--- src/rtl/alineador_coma_pkg.sv ---
// -----------------------------------------------------------------------------
// alineador_coma_pkg
//
// Shared definitions for the comma aligner:
//   - K28.5 comma patterns in both running disparities (bit 9 = first on wire)
//   - aligner FSM state encoding
//   - symbol-length / phase constants
//   - es_k285(): helper that matches a 10-bit window against either comma
// -----------------------------------------------------------------------------
package alineador_coma_pkg;

   // Length of one 10b symbol and the phase value that marks its last bit.
   localparam int unsigned LARGO_SIMBOLO = 10;
   localparam logic [3:0]  FASE_ULTIMA   = 4'(LARGO_SIMBOLO - 1);

   // K28.5 in negative and positive running disparity.
   localparam logic [9:0] COMMA_N = 10'b0011111010;
   localparam logic [9:0] COMMA_P = 10'b1100000101;

   // Aligner state. The encodings are fixed so that they match the values
   // other blocks of the link use when they observe this state.
   typedef enum logic [1:0] {
      BUSCAR       = 2'd0,  // hunting for any comma
      VERIFICAR    = 2'd1,  // candidate boundary found, counting commas on it
      SINCRONIZADO = 2'd2   // locked, emitting aligned symbols
   } estado_e;

   // True when the 10-bit window is a K28.5 of either disparity.
   function automatic logic es_k285(input logic [9:0] ventana);
      return (ventana == COMMA_N) || (ventana == COMMA_P);
   endfunction

endpackage : alineador_coma_pkg

--- src/rtl/detector_coma.sv ---
// -----------------------------------------------------------------------------
// detector_coma
//
// Serial front end of the comma aligner. Keeps the last nine received bits and
// presents, every cycle, the 10-bit window formed by those nine bits plus the
// bit currently on the input, together with a flag telling whether that window
// is a K28.5 comma. The window is what the aligner latches as a symbol, so the
// symbol whose last bit is on `entrada` at edge t is available at that edge
// with no extra register stage.
//
// Ports:
//   clk      in   bit clock, one serial bit per rising edge
//   reset_L  in   asynchronous active-low reset (clears the shift register)
//   entrada  in   serial data, earliest bit of a symbol first
//   w        out  [9:0] current window, bit 9 = earliest received bit
//   det      out  window equals COMMA_N or COMMA_P
// -----------------------------------------------------------------------------
module detector_coma
   import alineador_coma_pkg::*;
(
   input  logic       clk,
   input  logic       reset_L,
   input  logic       entrada,
   output logic [9:0] w,
   output logic       det
);

   // Nine history bits are enough: the tenth bit of the window is the live
   // input, which lets a comma be acted upon on the edge its last bit arrives.
   logic [8:0] sr_q;

   // NOTE: the shift register is reset so that the window after reset is a
   //       known all-zero pattern; otherwise stale bits could fake a comma.
   // NOTE: sequential state uses non-blocking assignments so every register
   //       samples the pre-edge values regardless of statement order.
   always_ff @(posedge clk or negedge reset_L) begin
      if (!reset_L) begin
         sr_q <= '0;
      end else begin
         sr_q <= {sr_q[7:0], entrada};
      end
   end

   assign w   = {sr_q, entrada};
   // An unknown input bit never equals a comma pattern, so X on the line is
   // simply treated as ordinary data by the FSM downstream.
   assign det = es_k285(w);

endmodule : detector_coma

--- src/rtl/alineador_coma.sv ---
// -----------------------------------------------------------------------------
// alineador_coma
//
// Serial-to-word aligner for an 8b/10b link. It hunts for a K28.5 comma (either
// disparity), then requires COMAS_LOCK commas falling on the same 10-bit
// boundary before declaring lock. While locked it emits one aligned 10-bit
// symbol every 10 bit clocks with a single-cycle `valido` strobe. Commas seen
// off the locked boundary are counted; ERRORES_PERDIDA of them without an
// intervening on-boundary comma drop the lock and restart the hunt.
// Symbols are passed through undecoded; disparity and code checks are left to
// the decoder downstream.
//
// Parameters:
//   COMAS_LOCK       boundary-aligned commas needed to lock (2..7)
//   ERRORES_PERDIDA  off-boundary commas while locked that lose lock (1..7)
//
// Ports:
//   clk           in   bit clock, one serial bit per rising edge
//   reset_L       in   asynchronous active-low reset
//   entrada       in   serial data, first bit received is symbol bit 9
//   palabra       out  [9:0] aligned symbol, bit 9 = earliest received bit
//   valido        out  one-cycle strobe: `palabra` is new this cycle
//   es_coma       out  `palabra` is K28.5 (qualified by `valido`)
//   sincronizado  out  aligner is locked
//   perdidas      out  [7:0] saturating count of lock losses; only present
//                      when ALINEADOR_ESTADISTICAS_EN is defined
//
// Build option:
//   ALINEADOR_ESTADISTICAS_EN  adds the `perdidas` port and its counter.
// -----------------------------------------------------------------------------
module alineador_coma
   import alineador_coma_pkg::*;
#(
   parameter int unsigned COMAS_LOCK      = 3,
   parameter int unsigned ERRORES_PERDIDA = 2
) (
   input  logic       clk,
   input  logic       reset_L,
   input  logic       entrada,
   output logic [9:0] palabra,
   output logic       valido,
   output logic       es_coma,
   output logic       sincronizado
`ifdef ALINEADOR_ESTADISTICAS_EN
   ,
   output logic [7:0] perdidas
`endif
);

   // Thresholds sized to the 3-bit counters they are compared against.
   localparam logic [2:0] LOCK_N = 3'(COMAS_LOCK);
   localparam logic [2:0] ERR_N  = 3'(ERRORES_PERDIDA);

   // ---------------------------------------------------------------------------
   // Window and comma detection
   // ---------------------------------------------------------------------------
   logic [9:0] w;
   logic       det;

   detector_coma u_detector (
      .clk     (clk),
      .reset_L (reset_L),
      .entrada (entrada),
      .w       (w),
      .det     (det)
   );

   // ---------------------------------------------------------------------------
   // State
   // ---------------------------------------------------------------------------
   estado_e    estado_q,  estado_d;
   logic [3:0] fase_q,    fase_d;     // bit position inside the candidate symbol
   logic [2:0] n_comas_q, n_comas_d;  // aligned commas seen while verifying
   logic [2:0] errores_q, errores_d;  // off-boundary commas while locked
   logic [9:0] palabra_q, palabra_d;
   logic       valido_q,  valido_d;
   logic       es_coma_q, es_coma_d;
   logic       sinc_q,    sinc_d;

   // The window completes a symbol on the candidate boundary when the phase
   // counter sits on its last position.
   logic frontera;
   assign frontera = (fase_q == FASE_ULTIMA);

   always_ff @(posedge clk or negedge reset_L) begin
      if (!reset_L) begin
         estado_q  <= BUSCAR;
         fase_q    <= '0;
         n_comas_q <= '0;
         errores_q <= '0;
         palabra_q <= '0;
         valido_q  <= 1'b0;
         es_coma_q <= 1'b0;
         sinc_q    <= 1'b0;
      end else begin
         estado_q  <= estado_d;
         fase_q    <= fase_d;
         n_comas_q <= n_comas_d;
         errores_q <= errores_d;
         palabra_q <= palabra_d;
         valido_q  <= valido_d;
         es_coma_q <= es_coma_d;
         sinc_q    <= sinc_d;
      end
   end

   // ---------------------------------------------------------------------------
   // Next-state and output logic
   // ---------------------------------------------------------------------------
   always_comb begin
      // NOTE: every signal gets a default first so no path can leave one
      //       unassigned and infer a latch.
      estado_d  = estado_q;
      fase_d    = frontera ? 4'd0 : fase_q + 4'd1;
      n_comas_d = n_comas_q;
      errores_d = errores_q;
      palabra_d = palabra_q;
      valido_d  = 1'b0;
      es_coma_d = es_coma_q;
      sinc_d    = sinc_q;

      unique case (estado_q)
         BUSCAR: begin
            // The phase keeps running but is meaningless until a comma
            // anchors it; the comma's last bit becomes phase reference.
            if (det) begin
               fase_d    = 4'd0;
               n_comas_d = 3'd1;
               estado_d  = VERIFICAR;
            end
         end

         VERIFICAR: begin
            if (det && frontera) begin
               if (n_comas_q + 3'd1 == LOCK_N) begin
                  // The comma that completes the count is also the first
                  // word delivered, on this same edge.
                  estado_d  = SINCRONIZADO;
                  sinc_d    = 1'b1;
                  n_comas_d = n_comas_q + 3'd1;
                  errores_d = '0;
                  palabra_d = w;
                  valido_d  = 1'b1;
                  es_coma_d = 1'b1;
               end else begin
                  n_comas_d = n_comas_q + 3'd1;
               end
            end else if (det) begin
               // A comma on another phase is a better candidate than the
               // current one: re-anchor on it and start counting again.
               fase_d    = 4'd0;
               n_comas_d = 3'd1;
            end
            // Data on the boundary neither confirms nor refutes the candidate.
         end

         SINCRONIZADO: begin
            if (frontera) begin
               palabra_d = w;
               valido_d  = 1'b1;
               es_coma_d = det;
               if (det) begin
                  errores_d = '0;
               end
            end else if (det) begin
               if (errores_q + 3'd1 == ERR_N) begin
                  // Losing lock happens off-boundary, so no word is emitted.
                  estado_d  = BUSCAR;
                  sinc_d    = 1'b0;
                  n_comas_d = '0;
                  errores_d = '0;
               end else begin
                  errores_d = errores_q + 3'd1;
               end
            end
         end

         default: begin
            // Unused encoding: fall back to a clean hunt.
            estado_d  = BUSCAR;
            sinc_d    = 1'b0;
            n_comas_d = '0;
            errores_d = '0;
         end
      endcase
   end

   assign palabra      = palabra_q;
   assign valido       = valido_q;
   assign es_coma      = es_coma_q;
   assign sincronizado = sinc_q;

   // ---------------------------------------------------------------------------
   // Optional lock-loss statistics
   // ---------------------------------------------------------------------------
`ifdef ALINEADOR_ESTADISTICAS_EN
   logic [7:0] perdidas_q;
   logic       perdida;

   assign perdida = (estado_q == SINCRONIZADO) && (estado_d == BUSCAR);

   always_ff @(posedge clk or negedge reset_L) begin
      if (!reset_L) begin
         perdidas_q <= '0;
      end else if (perdida && (perdidas_q != 8'hFF)) begin
         // Saturates so a flapping link never wraps back to a small count.
         perdidas_q <= perdidas_q + 8'd1;
      end
   end

   assign perdidas = perdidas_q;
`endif

endmodule : alineador_coma

--- config.mk ---
export PLATFORM = sky130hd
export DESIGN_NAME = alineador_coma
export DESIGN_NICKNAME = d
export VERILOG_FILES = /design/src/rtl/alineador_coma_pkg.sv /design/src/rtl/detector_coma.sv /design/src/rtl/alineador_coma.sv
export SDC_FILE = /design/constraint.sdc
export NUM_CORES = 1
export LEC_CHECK = 0
export ABC_AREA = 1
export CORE_UTILIZATION = 51
export CTS_CLUSTER_DIAMETER = 80
export CTS_CLUSTER_SIZE = 40
export DETAILED_ROUTE_END_ITERATION = 10
export PLACE_DENSITY = 0.75
export SYNTH_ARGS = -nofsm -noshare
export SYNTH_HDL_FRONTEND = slang
export SYNTH_SLANG_ARGS = --single-unit
--- constraint.sdc ---
create_clock -name clk -period 1.6 [get_ports clk]
set_input_delay 0.32 -clock clk [delete_from_list [all_inputs] [get_ports clk]]
set_output_delay 0.32 -clock clk [all_outputs]
set_load 0.005 [all_outputs]
Word-level counts from Yosys, hierarchy flattened

Cells that the tools add are included.

Output and inout port bits: 13
Register bits: 34

Reductions and logical operators: 9
Add/sub/neg operators: 3
Muxes and demuxes: 40
Equality and inequality tests: 14
Bitwise operators: 1

Operators with widths:

| cell                                                                   | count |
|---|---|
| 3-bit 2-to-1 mux                                                       | 11 |
| 10-bit 2-to-1 mux                                                      | 3 |
| 10-bit case mux with 2 select lines                                    | 1 |
| 3-bit case mux with 3 select lines                                     | 2 |
| 2-bit inequality test, second input constant                           | 7 |
| 2-bit 2-to-1 mux                                                       | 6 |
| 4-bit 2-to-1 mux                                                       | 3 |
| 6-bit AND reduction                                                    | 2 |
| 10-bit equality test, second input constant                            | 1 |
| 10-bit by 8-bit equality test with 1-bit output, second input constant | 1 |
| 1-bit 2-to-1 mux                                                       | 9 |
| 4-bit case mux with 2 select lines                                     | 1 |
| 4-bit AND reduction                                                    | 2 |
| 3-bit by 1-bit adder with 3-bit output, second input constant          | 2 |
| 3-bit by 2-bit equality test with 1-bit output, second input constant  | 2 |
| 2-bit case mux with 3 select lines                                     | 1 |
| 4-bit by 1-bit adder with 4-bit output, second input constant          | 1 |
| 4-bit equality test, second input constant                             | 1 |
| 1-bit case mux with 2 select lines                                     | 2 |
| 1-bit case mux with 3 select lines                                     | 1 |
| 3-bit AND reduction                                                    | 1 |
| 2-bit by 1-bit equality test with 1-bit output, second input constant  | 1 |
| 2-bit equality test, second input constant                             | 1 |
| 2-bit logical NOT                                                      | 1 |
| other kinds (4)                                                        | 4 |

Longest topological paths before layout

Depth after elaboration: 6
Mapped depth: 12
Gate-level depth less buffers: 12

By module

From an unflattened synthesis, not the netlist that was laid out.

Cells, all modules: 203
Area, all modules: 1709.1 um2

By module, submodules not included:

| module         | area an instance (um2) | cells an instance | seq. area each (um2) | instances |
|---|---|---|---|---|
| alineador_coma | 1372.6                 | 166               | 625.6                | 1 |
| detector_coma  | 336.6                  | 37                | 225.2                | 1 |

Worst setup path after synthesis

OpenSTA, ideal clock, no wires.

Path type: flip-flop to flip-flop
Start point: register errores_q[0]
End point: register estado_q[0]
Arrival time: 1408 ps
Stages on the path, launching flop included: 10
Period minus slack after synthesis: 1524 ps
Required time: 1484 ps
Buffers on the path: 0
Setup slack: 76 ps
Cells stage by stage: dfrtp_1 ha_1 xnor2_1 nand3_1 nand2_1 nand2_1 o21ai_1 nand2_1 nand2_1 nand2_1

Cells in the longest elaborated chain, start to end: 4

RTL lines:

| element                                        | RTL line              | RTL |
|---|---|---|
| start, declared                                | alineador_coma.sv:74  | `logic [2:0] errores_q, errores_d;` |
| start signal, assigned                         | alineador_coma.sv:99  | `errores_q <= errores_d;` |
| 3-bit by 1-bit adder with 3-bit output         | alineador_coma.sv:166 | `if (errores_q + 3'd1 == ERR_N) begin` |
| 3-bit by 2-bit equality test with 1-bit output | alineador_coma.sv:166 |  |
| 2-bit inequality test (no line)                | n/a                   |  |
| 6-bit AND reduction (no line)                  | n/a                   |  |
| end signal, assigned                           | alineador_coma.sv:96  | `estado_q <= estado_d;` |
| end, declared                                  | alineador_coma.sv:71  | `estado_e estado_q, estado_d;` |

Every way passes these cells.
A chain may end at the register's enable or synchronous reset.

Final worst setup path

Start point: register fase_q[0]
End point: register n_comas_q[1]

Cells in the longest elaborated chain, start to end: 4

RTL lines:

| element                            | RTL line              | RTL |
|---|---|---|
| start, declared                    | alineador_coma.sv:72  | `logic [3:0] fase_q, fase_d;` |
| start signal, assigned             | alineador_coma.sv:97  | `fase_q <= fase_d;` |
| 4-bit equality test *              | alineador_coma.sv:83  | `assign frontera = (fase_q == FASE_ULTIMA);` |
| 1-bit logical AND                  | alineador_coma.sv:134 | `if (det && frontera) begin` |
| 3-bit 2-to-1 mux                   | alineador_coma.sv:134 |  |
| 3-bit case mux with 3 select lines | alineador_coma.sv:122 | `unique case (estado_q)` |
| end signal, assigned               | alineador_coma.sv:98  | `n_comas_q <= n_comas_d;` |
| end, declared                      | alineador_coma.sv:73  | `logic [2:0] n_comas_q, n_comas_d;` |

Every way passes the cells marked *; elsewhere a longest branch is shown, timed or not.

==> flow_summary.html <==
<table>
<tr><th>Metric</th><th>Value</th></tr>
<tr><th colspan="2">GRT</th></tr>
<tr><td>Grt total ovfl</td><td>0</td></tr>
<tr><td>Antenna violations before repair</td><td>0</td></tr>
<tr><td>Total Routing Usage GR</td><td>approximately 23%</td></tr>
<tr><td>Maximum number of pins on one net before global-route repair</td><td>35</td></tr>
<tr><td>Via count of the first global-routing pass</td><td>approximately 1,400</td></tr>
<tr><td>Global-route wire length before repair</td><td>just under 6000 um</td></tr>
<tr><th colspan="2">Detailed routing</th></tr>
<tr><td>DRC</td><td>0</td></tr>
<tr><td>Via count</td><td>between 1,000 and 1,500</td></tr>
<tr><td>Average wire per cell in the routed design</td><td>12.8 um</td></tr>
<tr><td>Overall routed net length</td><td>3660 um</td></tr>
<tr><td>Post-DR vias/cell</td><td>5.02</td></tr>
<tr><td>First-pass iteration count of the detailed router</td><td>4</td></tr>
<tr><td>Post-DRT Antenna Nets</td><td>0</td></tr>
<tr><td>DR iter-0 viols</td><td>69</td></tr>
<tr><th colspan="2">Setup path</th></tr>
<tr><td>Crit path DAT</td><td>1840 ps</td></tr>
<tr><td>Data required time at the worst endpoint</td><td>around 1900 ps</td></tr>
<tr><td>CP Launch Type</td><td>flop</td></tr>
<tr><td>Worst R2R Setup Slack</td><td>between 40 and 50 ps</td></tr>
<tr><td>Kind of end point of the critical path</td><td>flop</td></tr>
<tr><td>Crit path largest cell delay</td><td>roughly 410 ps</td></tr>
<tr><td>Cell Chain, Critical Path</td><td>ha_2 &gt; nand2_2 &gt; nor2_4 &gt; inv_2 &gt; nand3_1 &gt; nand2_2 &gt; buf_4 &gt; nand2_1 &gt; nor2_2 &gt; nand3b_1 &gt; nand2_1</td></tr>
<tr><td>Max stage delay cell, worst path</td><td>sky130_fd_sc_hd__dfrtp_1</td></tr>
<tr><td>Biggest fanout along the worst timing path</td><td>4</td></tr>
<tr><td>Critical path type</td><td>reg -&gt; reg</td></tr>
<tr><th colspan="2">Placement</th></tr>
<tr><td>Final weighted congestion in routability-driven placement</td><td>0.888</td></tr>
<tr><td>Total half-perimeter wirelength after legalization and detailed placement</td><td>2690 um</td></tr>
<tr><td>Worst slack at placement</td><td>-284 ps</td></tr>
<tr><td>Cell area after placement</td><td>2080 um2</td></tr>
<tr><td>PortBufs</td><td>15</td></tr>
<tr><th colspan="2">Die</th></tr>
<tr><td>Full die area</td><td>3650 um2</td></tr>
<tr><td>Number of top-level design ports</td><td>16</td></tr>
<tr><td>Initial core utilization</td><td>about 55%</td></tr>
<tr><td>Core Rows</td><td>20</td></tr>
<tr><td>Placeable Area</td><td>around 3200 um2</td></tr>
<tr><td>Die Ht</td><td>slightly above 60 um</td></tr>
<tr><td>Die Wd</td><td>between 60 and 70 um</td></tr>
<tr><th colspan="2">Synthesis</th></tr>
<tr><td>YS warnings</td><td>0</td></tr>
<tr><td>Instance count of the mapped netlist</td><td>approximately 200</td></tr>
<tr><td>Post-synth EDFFs</td><td>0</td></tr>
<tr><td>Post-synthesis cell type with the largest combined area</td><td>sky130_fd_sc_hd__dfrtp_1</td></tr>
<tr><td>Sequential cell area fraction in the yosys report</td><td>between 40% and 50%</td></tr>
<tr><td>Syn nets</td><td>211</td></tr>
<tr><td>Count of cell types in the netlist</td><td>26</td></tr>
<tr><td>Number of synthesized register bits</td><td>34</td></tr>
<tr><td>Top cells by area, synth</td><td>sky130_fd_sc_hd__dfrtp_1 (49%), sky130_fd_sc_hd__nand2_1 (11%), sky130_fd_sc_hd__nand3_1 (7.8%), sky130_fd_sc_hd__ha_1 (6.5%), sky130_fd_sc_hd__inv_1 (5.0%)</td></tr>
<tr><td>Top_reg_cell synth</td><td>sky130_fd_sc_hd__dfrtp_1</td></tr>
<tr><td>Average instance area after synthesis</td><td>8.74 um2</td></tr>
<tr><td>Netlist area before placement</td><td>around 1700 um2</td></tr>
<tr><td>Proportion of register bits with asynchronous set or reset after synthesis</td><td>100%</td></tr>
<tr><td>Fraction of synthesized cell area taken by the top area cell type</td><td>slightly below 50%</td></tr>
<tr><th colspan="2">Timing</th></tr>
<tr><td>Max-slew headroom</td><td>a little under three quarters</td></tr>
<tr><td>Final setup fails</td><td>0</td></tr>
<tr><td>Fin crit share</td><td>a little over nine tenths</td></tr>
<tr><td>Number of pins with negative max-slew slack in the final report</td><td>0</td></tr>
<tr><td>Final WS setup</td><td>roughly 50 ps</td></tr>
<tr><td>Post-layout minimum cycle time</td><td>approximately 1600 ps</td></tr>
<tr><td>Skew final</td><td>7.13 ps</td></tr>
<tr><td>Hold Violations, Final</td><td>0</td></tr>
<tr><td>Final total negative setup slack</td><td>0 ps</td></tr>
<tr><td>Achievable clock frequency</td><td>between 0.6 and 0.7 GHz</td></tr>
<tr><td>Unrepaired setup endpoints after global routing</td><td>yes</td></tr>
<tr><td>Tightest Pin Transition</td><td>between 400 and 500 ps</td></tr>
<tr><td>Fin Hold WS</td><td>approximately 370 ps</td></tr>
<tr><th colspan="2">CTS</th></tr>
<tr><td>Number of buffers on the longest clock path</td><td>2</td></tr>
<tr><td>CTS Root Cell</td><td>sky130_fd_sc_hd__clkbuf_4</td></tr>
<tr><td>Clock transition at the registers of the reported paths</td><td>roughly 100 ps</td></tr>
<tr><td>Hold buffer count at cts</td><td>0</td></tr>
<tr><td>Clock tree from TritonCTS</td><td>built</td></tr>
<tr><td>Total clock buffers created by CTS</td><td>5</td></tr>
<tr><td>Sinks on Clock Net</td><td>34</td></tr>
<tr><td>Skew-Pair Late Insertion Delay</td><td>about 340 ps</td></tr>
<tr><td>H-tree depth</td><td>2</td></tr>
<tr><th colspan="2">Final layout</th></tr>
<tr><td>Ratio of cells with drive above 1 in the final layout</td><td>approximately a quarter</td></tr>
<tr><td>Nets</td><td>254</td></tr>
<tr><td>Post-route cell area</td><td>between 2000 and 2500 um2</td></tr>
<tr><td>Number of antenna diodes</td><td>0</td></tr>
<tr><td>Syn-to-layout area delta</td><td>28.3%</td></tr>
<tr><th colspan="2">Pwr</th></tr>
<tr><td>PnR Total Power</td><td>approximately 3000 uW</td></tr>
<tr><td>Static leakage</td><td>about 0.0012 uW</td></tr>
<tr><td>Power per cell area</td><td>approximately 1300 nW/um2</td></tr>
<tr><td>Peak supply drop</td><td>around 830 uV</td></tr>
<tr><th colspan="2">Worst hold path</th></tr>
<tr><td>Min-delay worst type</td><td>in -&gt; async</td></tr>
<tr><th colspan="2">Run status</th></tr>
<tr><td>Status</td><td>complete, no violations</td></tr>
<tr><th colspan="2">Job</th></tr>
<tr><td>MaxCap Viol Count</td><td>0</td></tr>
</table>
## cell usage in the layout, fill, tap and decap left out
cell and n:
sky130_fd_sc_hd__a211oi_1 1, sky130_fd_sc_hd__a21oi_1 4, sky130_fd_sc_hd__buf_12 1, sky130_fd_sc_hd__buf_4 22
sky130_fd_sc_hd__clkbuf_4 5, sky130_fd_sc_hd__clkbuf_8 1, sky130_fd_sc_hd__clkdlybuf4s50_1 15, sky130_fd_sc_hd__clkinv_2 1
sky130_fd_sc_hd__clkinvlp_4 1, sky130_fd_sc_hd__dfrtp_1 33, sky130_fd_sc_hd__dfrtp_2 1, sky130_fd_sc_hd__ha_1 6
sky130_fd_sc_hd__ha_2 3, sky130_fd_sc_hd__inv_1 23, sky130_fd_sc_hd__inv_2 1, sky130_fd_sc_hd__nand2_1 50
sky130_fd_sc_hd__nand2_2 8, sky130_fd_sc_hd__nand2_4 2, sky130_fd_sc_hd__nand2_8 1, sky130_fd_sc_hd__nand3_1 25
sky130_fd_sc_hd__nand3_2 2, sky130_fd_sc_hd__nand3_4 1, sky130_fd_sc_hd__nand3b_1 1, sky130_fd_sc_hd__nand3b_4 1
sky130_fd_sc_hd__nor2_1 17, sky130_fd_sc_hd__nor2_2 4, sky130_fd_sc_hd__nor2_4 2, sky130_fd_sc_hd__nor3_1 3
sky130_fd_sc_hd__nor3_2 1, sky130_fd_sc_hd__nor4_1 2, sky130_fd_sc_hd__o21a_1 1, sky130_fd_sc_hd__o21ai_2 1
sky130_fd_sc_hd__o21bai_4 1, sky130_fd_sc_hd__xnor2_2 1, sky130_fd_sc_hd__xor2_2 1
## per-layer routing
layer	share of wire [%]	vias up	wire (um)	track usage (%)
met3	4.0	15	148	5.76
met1	42	678	1520	25.9
li1	-	716	-	-
met5	0	-	0	0
met2	51	33	1860	39.1
met4	3.5	0	127	11.6
## worst max-delay path, delay by kind of cell (launching register included)
kind	cells	cell delay [ps]
and+or+nand+nor	8	680
buffers and inverters	2	220
DFF	1	410
adders and majority gates	1	190
## final cells by class
class	instances	area, um2
Sequential cell	34	852
Clock inverter	2	12.5
Inverter	24	90.1
Multi-Input combinational cell	139	835
Clock buffer	6	51.3
Fill cell	248	922
Timing Repair Buffer	38	335
Tap cell	44	55.1
## Yosys cell counts (2+ instances only)
cell type,number
sky130_fd_sc_hd__nor4_1,2
sky130_fd_sc_hd__nand2_4,3
sky130_fd_sc_hd__ha_1,9
sky130_fd_sc_hd__a21oi_1,4
sky130_fd_sc_hd__nor3_1,3
sky130_fd_sc_hd__dfrtp_1,34
sky130_fd_sc_hd__buf_6,2
sky130_fd_sc_hd__nor2_1,20
sky130_fd_sc_hd__nand3_1,27
sky130_fd_sc_hd__nand2_2,4
sky130_fd_sc_hd__nand2_1,53
sky130_fd_sc_hd__inv_1,23
sky130_fd_sc_hd__nor2_4,2
## sequential cells by signal, summed over array words and instances (netlist names)
name             flops
n_comas_q            3
sincronizado         1
palabra             10
u_detector.sr_q      9
es_coma              1
valido               1
fase_q               4
errores_q            3
estado_q             2
## path summary, 6_finish.rpt
kind | startpoint | endpoint | cells past startpoint
max | fase_q[0]$_DFF_PN0_ | n_comas_q[1]$_DFFE_PN0P_ | 11
min | reset_L | es_coma$_DFFE_PN0P_ | 2
max reg2reg | fase_q[0]$_DFF_PN0_ | n_comas_q[1]$_DFFE_PN0P_ | 11
min reg2reg | u_detector.sr_q[3]$_DFF_PN0_ | u_detector.sr_q[4]$_DFF_PN0_ | 0
max in group asynchronous | reset_L | u_detector.sr_q[4]$_DFF_PN0_ | 2
min in group clk | u_detector.sr_q[3]$_DFF_PN0_ | u_detector.sr_q[4]$_DFF_PN0_ | 0
## power breakdown
part | total (uW) | internal (uW) | switching, uW | leakage, uW
Clock | 496 | 211 | 285 | 0.0000343
Sequential | 1200 | 1070 | 136 | 0.000427
Combinational | 1310 | 655 | 655 | 0.000690
Total | 3010 | 1930 | 1080 | 0.00115
## what timing repair did
| action | in CTS | in global routing |
|---|---|---|
| cloned | 0 | 1 |
| pin swaps | 1 | 4 |
| hold endpoints to repair | 0 | 0 |
| resized for setup | 0 | 16 |
| endpoints found under the setup margin | 4 | 20 |
| buffers inserted | 1 | 1 |
## stage by stage
stage	util (%)	std cells
global route	70.8	287
global placement	66.1	276
detailed placement	66.1	276
floorplan	-	199
CTS	68.4	285
finish	70.8	287
## cell families after synthesis
family,share of synthesized area (%)
AOI/OAI and AO/OA,3.38
xor gates and xnor gates,1.01
adders and majority gates,6.47
buffers and inverters,6.91
DFF,48.9
and+or+nand+nor,33.3
Note: power is estimated with default switching activity, not from simulation.
